===== config.mk =====
export PLATFORM = sky130hd
export DESIGN_NAME = pmod_sd_spi_arbiter
export DESIGN_NICKNAME = d
export VERILOG_FILES = /design/src/rtl/pmod_sd_spi_arbiter.sv
export SDC_FILE = /design/constraint.sdc
export NUM_CORES = 1
export LEC_CHECK = 0
export CORE_MARGIN = 1
export CORE_UTILIZATION = 39
export CTS_CLUSTER_DIAMETER = 200
export DETAILED_ROUTE_END_ITERATION = 7
export HOLD_SLACK_MARGIN = 0.02
export PLACE_DENSITY = 0.69
export SYNTH_ARGS = -nofsm -noshare
export SYNTH_HDL_FRONTEND = slang
export SYNTH_SLANG_ARGS = --single-unit

===== constraint.sdc =====
create_clock -name clk -period 1.6 [get_ports clk]
set_clock_uncertainty 0.1 [all_clocks]
set_input_delay 0.24 -clock clk [delete_from_list [all_inputs] [get_ports clk]]
set_output_delay 0.24 -clock clk [all_outputs]
set_load 0.01 [all_outputs]

===== src/rtl/pmod_sd_spi_arbiter.sv =====
// Round-robin sharing of the PmodSD top-row SPI pins between two SPI masters,
// one CS-framed transaction per grant, with a guard gap and debounced card-detect.
//
// state | meaning
// IDLE  | no owner; arbitrate when a card is present
// OWN   | granted master drives the pins
// ABORT | card removed mid-transaction; pins released until owner drops SS
// GUARD | post-release gap, idle drive, requests ignored
module pmod_sd_spi_arbiter #(
    parameter int GUARD_CYCLES    = 4,
    parameter int DEBOUNCE_CYCLES = 65536
) (
    input  logic       clk,
    input  logic       rst,
    input  logic [1:0] m_ss_o,
    input  logic [1:0] m_ss_t,
    input  logic [1:0] m_sck_o,
    input  logic [1:0] m_sck_t,
    input  logic [1:0] m_io0_o,
    input  logic [1:0] m_io0_t,
    input  logic [1:0] m_io1_o,
    input  logic [1:0] m_io1_t,
    output logic [1:0] m_ss_i,
    output logic [1:0] m_sck_i,
    output logic [1:0] m_io0_i,
    output logic [1:0] m_io1_i,
    output logic [3:0] pin_o,
    output logic [3:0] pin_t,
    input  logic [3:0] pin_i,
    input  logic       cd_n,
    output logic       card_present,
    output logic [1:0] grant,
    output logic       busy
);
    localparam int GW = (GUARD_CYCLES > 1) ? $clog2(GUARD_CYCLES) : 1;
    localparam int DW = (DEBOUNCE_CYCLES > 1) ? $clog2(DEBOUNCE_CYCLES) : 1;

    typedef enum logic [1:0] {IDLE, OWN, ABORT, GUARD} state_t;

    state_t        state;
    logic          last_owner;
    logic [GW-1:0] guard_cnt;
    logic          cd_meta, cd_sync;
    logic [DW-1:0] db_cnt;
    logic [1:0]    req;
    logic          owner;
    logic          pick;

    assign req   = ~m_ss_t & ~m_ss_o;
    assign owner = grant[1];
    assign pick  = (req == 2'b11) ? ~last_owner : req[1];
    assign busy  = (state != IDLE);

    // Counter only advances while the synchronised level disagrees with card_present.
    always_ff @(posedge clk or posedge rst) begin
        if (rst) begin
            cd_meta      <= 1'b1;
            cd_sync      <= 1'b1;
            card_present <= 1'b0;
            db_cnt       <= '0;
        end else begin
            cd_meta <= cd_n;
            cd_sync <= cd_meta;
            if (~cd_sync == card_present) begin
                db_cnt <= '0;
            end else if (db_cnt == DW'(DEBOUNCE_CYCLES - 1)) begin
                card_present <= ~card_present;
                db_cnt       <= '0;
            end else begin
                db_cnt <= db_cnt + DW'(1);
            end
        end
    end

    always_ff @(posedge clk or posedge rst) begin
        if (rst) begin
            state      <= IDLE;
            grant      <= 2'b00;
            last_owner <= 1'b1;
            guard_cnt  <= '0;
        end else begin
            case (state)
                IDLE: begin
                    if (card_present && (req != 2'b00)) begin
                        state      <= OWN;
                        grant      <= pick ? 2'b10 : 2'b01;
                        last_owner <= pick;
                    end
                end
                OWN: begin
                    if (!card_present) begin
                        state <= ABORT;
                    end else if (!req[owner]) begin
                        state     <= GUARD;
                        grant     <= 2'b00;
                        guard_cnt <= GW'(GUARD_CYCLES - 1);
                    end
                end
                ABORT: begin
                    if (!req[owner]) begin
                        state     <= GUARD;
                        grant     <= 2'b00;
                        guard_cnt <= GW'(GUARD_CYCLES - 1);
                    end
                end
                GUARD: begin
                    if (guard_cnt == '0) state <= IDLE;
                    else guard_cnt <= guard_cnt - GW'(1);
                end
                default: begin
                    state <= IDLE;
                    grant <= 2'b00;
                end
            endcase
        end
    end

    // Readback follows the pins only in OWN; during ABORT the owner sees an idle card.
    always_comb begin
        pin_o   = 4'b0011;
        pin_t   = 4'b0100;
        m_ss_i  = 2'b11;
        m_sck_i = 2'b00;
        m_io0_i = 2'b11;
        m_io1_i = 2'b11;
        if (state == OWN) begin
            pin_o = {m_sck_o[owner], m_io1_o[owner], m_io0_o[owner], m_ss_o[owner]};
            pin_t = {m_sck_t[owner], m_io1_t[owner], m_io0_t[owner], m_ss_t[owner]};
            m_ss_i[owner]  = pin_i[0];
            m_io0_i[owner] = pin_i[1];
            m_io1_i[owner] = pin_i[2];
            m_sck_i[owner] = pin_i[3];
        end else if (state == ABORT) begin
            pin_t = 4'b1111;
        end
    end
endmodule


# Yosys cells after proc, flatten, opt, wreduce, memory -nomap -nowiden
# Cells that the tools add are included.
[totals]
register_bits = 26
[op_classes]
n_reduce_logical = 13
n_addsub = 2
n_lt_le_gt_ge = 2
bitwise = 12
n_eq_ne = 10
mux = 44
[ops]
columns = ["op", "n"]
rows = [
  ["$mux W16", 2],
  ["$mux W2", 15],
  ["$mux W1", 20],
  ["$add A16 B1 Y16 const B", 1],
  ["$eq A16 B16 Y1 const B", 1],
  ["$mux W4", 3],
  ["$pmux W2 S3", 2],
  ["$ne A2 B2 Y1 const B", 4],
  ["$pmux W2 S4", 1],
  ["$eq A2 B2 Y1 const B", 3],
  ["$not A2 Y2", 3],
  ["$or A2 B2 Y2", 3],
  ["$reduce_and A2 Y1", 3],
  ["$reduce_and A3 Y1", 2],
  ["$reduce_bool A3 Y1", 2],
  ["$and A2 B2 Y2", 2],
  ["$logic_not A2 Y1", 2],
  ["$not A1 Y1", 4],
  ["$reduce_bool A2 Y1", 2],
  ["$eq A2 B1 Y1 const B", 1],
  ["$logic_and A1 B1 Y1", 2],
  ["$lt A1 B2 Y1 const B", 1],
  ["$sub A2 B1 Y2 const B", 1],
  ["$demux W1 S1", 1],
  ["other kinds (2)", 2],
]

# Logic depth before layout (Yosys ltp)
# Gate-level depths: netlist of run 1.
[logic_depth]
depth_word = 7
mapped_depth = 6
mapped_depth_nobuf = 6

# Worst setup path before layout of run 1
# No wires, ideal clock.
[synth_timing]
path_type = "register to output"
start = "register state[1]"
end = "output m_io0_i[1]"
stages_incl_launch_ff = 6
setup_slack_ps = -84
required_ps = 1260
t_arrival_ps = 1344
n_path_buf = 1
cell_sequence = "dfrtp_1 -> inv_1 -> ha_1 -> clkbuf_1 -> nand2_1 -> or2_2"
[synth_between]
elab_chain_len = 2
[synth_rtl]
columns = ["item", "line", "source"]
rows = [
  ["start, declared", "40", "state_t state;"],
  ["start signal, assigned", "77", "state <= IDLE;"],
  ["start signal, assigned", "85", "state <= OWN;"],
  ["start signal, assigned", "92", "state <= ABORT;"],
  ["$eq A2 B1 Y1", "126", "if (state == OWN) begin"],
  ["$mux W2", "126", ""],
  ["end, declared", "25", "output logic [1:0] m_io0_i,"],
]
# Every way passes these cells.

# Worst setup path after layout of run 1
[layout_timing]
start = "register grant[1]"
end = "output pin_t[1]"
[layout_between]
elab_chain_len = 3
[layout_rtl]
columns = ["item", "line", "source"]
rows = [
  ["start, declared", "32", "output logic [1:0] grant,"],
  ["start signal, assigned", "86", "grant <= pick ? 2'b10 : 2'b01;"],
  ["$mux W1 (implied by the code) (2 in a row)", "128", "pin_t = {m_sck_t[owner], m_io1_t[owner], m_io0_t[owner], m_ss_t[owner]};"],
  ["$mux W4", "126", ""],
  ["end, declared", "28", "output logic [3:0] pin_t,"],
]
# Every way passes these cells. The select of a mux whose other input is x is not followed.

==> out/results.tsv, run 1 <==
metric	value	unit
final_common_cell	clkdlybuf4s50_1	
ant_nets	0	
wl_per_cell	15.3	µm
hpwl	2.90	mm
cp-start-kind	flop	
coreArea	3800	µm²
setup_ws	-0.0992	ns
ys_top_cells_by_area	dfrtp_1, mux2i_1, dfstp_2	
overflow	0	
max_slew_margin	74.6	%
cts.clk_slew.worst_paths	0.09	ns
grt_max_degree	27	
vias	1527	
worst_pin_slew	0.380	ns
power_density	514	nW/µm²
fmax	0.589	GHz
row_count	22	
drv_cap	0	
crit_required	1.26	ns
hold_class	in2async	
dieArea	4390	µm²
grt_usage	20.1	%
stdcell_area	2620	µm²
first_pass_iters	4	
first_global_vias	1578	
yosysSeqAreaShare	40.7	%
synth.distinct_cells	44	
yosysWarnings	0	
crit_arrival	1.36	ns
portBuffers	42	
antenna_found_initial	0	
syn_area	1610	µm²
hold_violations	0	
ys_async_sr_fraction	100	%
final_util	68.8	%
synth_edf_count	0	
final_max_slew_viol_count	0	
reg2reg_from	state[0]	
die_w	66.2	µm
top_layer_used	met4	
pre_cts_slack	-0.388	ns
vias_per_cell	5.25	
ir_drop	0.479	mV
end_kind	output port	
met2_length	2.23	mm
insertion_delay	0.27	ns
synthCells	165	
first_iter_violations	20	
dieHeight	66.2	µm
drc	0	
setup_viol	20	
r2r_slack	-0.09	ns
routed_wl	4.46	mm
clockBufferDepth	2	
syn_to_final_growth	62.5	%
ys.flop_type	dfrtp_1	
violations	negative setup slack	
crit_type	reg2out	
layout.nets	273	
ys_ff_latch	26	
reg2reg_depth	7	
startpoint	grant[1]	
top_level_ports	43	
dpl_cell_area	2240	µm²
fin_crit_sh	106	%
grt_pass1_wl	6.80	mm
start_util	42.4	%
leakagePower	1.16	nW
r2r-end	grant[1]	
cts_root_buf	clkbuf_8	
tritoncts_num_sinks	26	
path_max_fanout	8	
yosysTopAreaCell	dfrtp_1	
drive_above_1_share	42.4	%
wl_met1	1.73	mm
grt_setup_unrepaired	yes	
cts_buffers	3	
fin_crit	1.70	ns
layout_common_cells	clkdlybuf4s50_1, buf_4, dfrtp_1, buf_6, nor2_1	
status	finished, violations left	
htreeDepth	1	
synth_fp_nets	194	
cts_hold_buf	0	
avgSynthCellArea	9.75	µm²
diodes	0	
gp_congestion	0.845	
cp-endpoint	pin_t[1]	
synth_top_area_share	35.8	%
cts_tree	built	
wl_met3	323	µm
==> critical path: stages, from the launching register on <==
cell and delay [ns]:
dfrtp_1 0.42, buf_6 0.17, buf_6 0.10, mux2i_1 0.18, a21oi_1 0.08, buf_2 0.14
==> registers in the layout, summed over array words and instances, names as in the netlist <==
signal and count:
cd_sync 1, last_owner 1, grant 2, guard_cnt 2, db_cnt 16, card_present 1, cd_meta 1, state 2
==> cells in the mapped netlist (3+ instances only) <==
master,number
nor4_1,3
a21oi_1,6
or2_2,4
nor3_1,3
ha_1,6
nand2b_1,4
nor2b_1,4
nor2_1,18
xnor2_1,7
dfstp_2,3
xor2_1,6
nand2_1,11
nand3_1,6
mux2i_1,10
inv_1,12
dfrtp_1,23
==> power breakdown <==
group,internal (mW),switching (mW),total [mW]
sequential,0.667,0.00673,0.674
clock,0.335,0.201,0.536
combinational,0.0752,0.0577,0.133
==> repair_timing <==
| item | in CTS | in global routing |
|---|---|---|
| gates cloned | 0 | 0 |
| setup endpoints to repair | 24 | 38 |
| buffers inserted | 8 | 5 |
| resized for setup | 108 | 29 |
| pin swaps | 12 | 16 |
==> worst min-delay path by stage <==
stage                 start  slack [ns]          to
floorplan              cd_n        0.14     cd_meta
finish                  rst        0.21  db_cnt[14]
global route            rst        0.26   db_cnt[2]
CTS                     rst        0.22  db_cnt[14]
global placement    cd_meta        0.25     cd_sync
detailed placement  cd_meta        0.25     cd_sync
==> routing by layer <==
| layer | vias up | track usage, % |
|---|---|---|
| met3 | 15 | 2.93 |
| met4 | 0 | 7.18 |
| met1 | 719 | 23.0 |
| met5 | - | 0 |
| met2 | 61 | 37.4 |
| li1 | 732 | - |
==> stage by stage <==
stage / cells / total power [mW] / hold WS, ns / TNS, ns
3_5_place_dp: 274 / 0.811 / 0.255 / -4.70
5_1_grt: 291 / 1.40 / 0.265 / -2.65
6_report: 291 / 1.34 / 0.211 / -1.09
3_3_place_gp: 274 / 0.807 / 0.246 / -3.65
4_1_cts: 286 / 1.36 / 0.221 / -1.24
2_1_floorplan: 165 / 0.734 / 0.144 / 0
==> cell type report <==
type                    instances  area (µm²)
clock buffers                   3        41.3
clock inverters                 1        30.0
fillers                       287        1180
inverters                      12        47.5
multi-input cells             123        1090
flip-flops and latches         26         658
well taps                      48        60.1
repair buffers                 78         691
==> logic make-up after synthesis <==
group | after synthesis | synth area share [%]
mux | 12 | 7.62
fa+ha+maj | 6 | 4.67
xor+xnor | 13 | 7.08
compound gates | 27 | 12.2
flops | 26 | 40.7
simple gates | 65 | 23.5
buf+inv | 16 | 4.28
Power figures use the tool's default switching activity.
==> run 2: changes to the inputs <==
- CTS_BUF_LIST: unset -> sky130_fd_sc_hd__clkbuf_4 sky130_fd_sc_hd__clkbuf_8
==> results of run 2 <==
Final layout, timing and power as in run 1 (identical DEF).
==> run 3: changes to the inputs <==
- REMOVE_ABC_BUFFERS: unset -> 1
==> run 3 against run 2 <==
Net effect: critical endpoint is now pin_t[3]; fmax down 2.7%; global-route usage down 0.26 points; combinational power up 5%; sequential cell count unchanged; total power up 0.43%; the run still ends with negative setup slack left; design area about the same; sequential share of layout area up 0.11 points; cell count down 0.34%.
==> out/results.tsv, run 3 (synthesis results as in run 1) <==
metric	value	unit	change
cts.clk_slew.worst_paths	0.09	ns	about the same
critical-path-max-stage-delay	0.44	ns	+0.02 ns
sequential_cell_area	661	µm²	+0.38%
path_buf_inv	2		-1
cts_tree	built		
path_max_fanout	7		-1
crit_required	1.26	ns	about the same
dieArea	4390	µm²	unchanged
leakagePower	1.20	nW	+3.7%
portBuffers	42		unchanged
top_level_ports	43		unchanged
power_frac_clock	39.6	%	-0.3 points
drv_cap	0		unchanged
cts_buffers	3		unchanged
fin_crit	1.75	ns	+0.0472 ns
start_util	42.4	%	unchanged
first_global_vias	1428		-9.5%
dieHeight	66.2	µm	unchanged
row_count	22		unchanged
grtUsageMet2	35.6	%	-1.8 points
cts_hold_buf	0		unchanged
stdcell_area	2610	µm²	about the same
antenna_found_initial	0		unchanged
hold_violations	0		unchanged
drive_above_1_share	44.6	%	+2.2 points
busiest_layer	met2		
cp-start-kind	flop		
tritoncts_num_sinks	26		unchanged
grt_usage	19.8	%	-0.26 points
diodes	0		unchanged
overflow	0		unchanged
crit_type	reg2out		
whs	0.246	ns	+0.0346 ns
end_kind	output port		
tns	-1.33	ns	-0.246 ns
clockBufferDepth	2		unchanged
vias	1515		-0.79%
gr-usage-met1	24.5	%	+1.6 points
power_density	516	nW/µm²	+0.48%
grt_max_degree	27		unchanged
multi_input_area	1100	µm²	+0.81%
final_max_slew_viol_count	0		unchanged
use_met3	2.41	%	-0.52 points
layout.nets	272		-0.37%
fillCellCount	285		-0.70%
grt_setup_unrepaired	yes		
violations	negative setup slack		
die_w	66.2	µm	unchanged
hold_class	in2async		
wl_per_cell	16.3	µm	+6.1%
setup_viol	20		unchanged
first_pass_iters	4		unchanged
first_iter_violations	42		+110%
coreArea	3800	µm²	unchanged
htreeDepth	1		unchanged
cp_slowest_cell	dfrtp_1		
crit_arrival	1.41	ns	+0.05 ns
routed_wl	4.71	mm	+5.7%
cts_root_buf	clkbuf_8		
p_comb_share	10.3	%	+0.4 points
gp_congestion	0.916		+8.4%
path_delay_family	flip-flops		
ir_drop	0.603	mV	+26%
power_switching	0.272	mW	+2.3%
hpwl	2.79	mm	-3.8%
drc	0		unchanged
setup_ws	-0.146	ns	-0.0472 ns
largest_reg_flops	16		unchanged
grt_pass1_wl	6.63	mm	-2.4%
fin_crit_sh	109	%	+3.0 points
seqPwrFrac	50.0	%	-0.2 points
fmax	0.573	GHz	-2.7%
max_slew_margin	73.3	%	-1.3 points
p_int	1.08	mW	about the same
netSwitchingFraction	20.1	%	+0.36 points
top_register	db_cnt		
final_common_cell	buf_4		
ant_nets	0		unchanged
layout_common_cells	buf_4, clkdlybuf4s50_1, dfrtp_1, nor2_1, buf_2		
crit_chain	ha_4 > buf_8 > nor2_4 > a21oi_1 > buf_2		
status	finished, violations left		
worst_pin_slew	0.400	ns	+0.0192 ns
syn_to_final_growth	62.4	%	about the same
vias_per_cell	5.22		-0.44%
dpl_cell_area	2250	µm²	+0.45%
insertion_delay	0.26	ns	about the same
## run 3: cell types whose count changed in the layout (fill, tap and decap cells not counted), sizes merged
cell / before / now
dlymetal6s2s: 0 / 2
clkdlybuf4s50: 24 / 22
buf: 53 / 52
## run 3: through the flow
| stage | total power, mW | setup slack, ns | utilization, % | std cells |
|---|---|---|---|---|
| after floorplan | 0.732 | -0.0128 | - | 161 |
| after global placement | 0.807 | -0.287 | 59.3 | 274 |
| after detailed placement | 0.812 | -0.354 | 59.3 | 274 |
| after CTS | 1.36 | -0.115 | 64.5 | 282 |
| after global routing | 1.40 | -0.197 | 68.8 | 290 |
| final | 1.35 | -0.146 | 68.8 | 290 |
## run 3: final timing paths
check	from	endpoint	slack (ns)	cells past startpoint
max in group asynchronous	rst	cd_sync	0.85	3
worst min register to register	cd_meta	cd_sync	0.26	0
worst max-delay path	state[0]	pin_t[3]	-0.15	5
worst min-delay path	rst	grant[0]	0.25	3
min in group clk	cd_meta	cd_sync	0.26	0
worst max register to register	state[0]	grant[1]	-0.12	9
## run 3: timing repair
action                     4_1_cts  5_1_grt
gates resized for setup        115       27
pin swaps                       11       14
buffers inserted                 5        8
setup endpoints to repair       39       41
## run 3: power by group through the flow
stage | clock (mW) | combinational, mW | sequential [mW]
floorplan | 0 | 0.0448 | 0.687
global placement | 0 | 0.121 | 0.686
detailed placement | 0 | 0.125 | 0.687
CTS | 0.549 | 0.133 | 0.675
global route | 0.575 | 0.152 | 0.676
finish | 0.535 | 0.139 | 0.675
## run 3: worst register-to-register path, delay by kind of cell (launching register included)
kind                     cells  cell delay [ns]
adder cells (fa/ha/maj)      1             0.18
buffers and inverters        5             0.49
flip-flops                   1             0.44
AND/OR/NAND/NOR              1             0.09
AO/OA/AOI/OAI                2             0.32
## run 3: layout make-up
type                       count  share of cell area, %
clock buffer                   3                   1.58
clock inverter                 1                   1.15
inverter                      12                   1.91
multi-input combinational    123                   41.9
sequential                    26                   25.3
tap                           48                   2.30
timing repair buffer          77                   25.8
## run 3: per-layer routing
layer  routed length, µm  part of all wire, %
met3                 209                  4.4
met5                   0                    0
met4                  80                  1.7
met1                1960                   42
met2                2460                   52
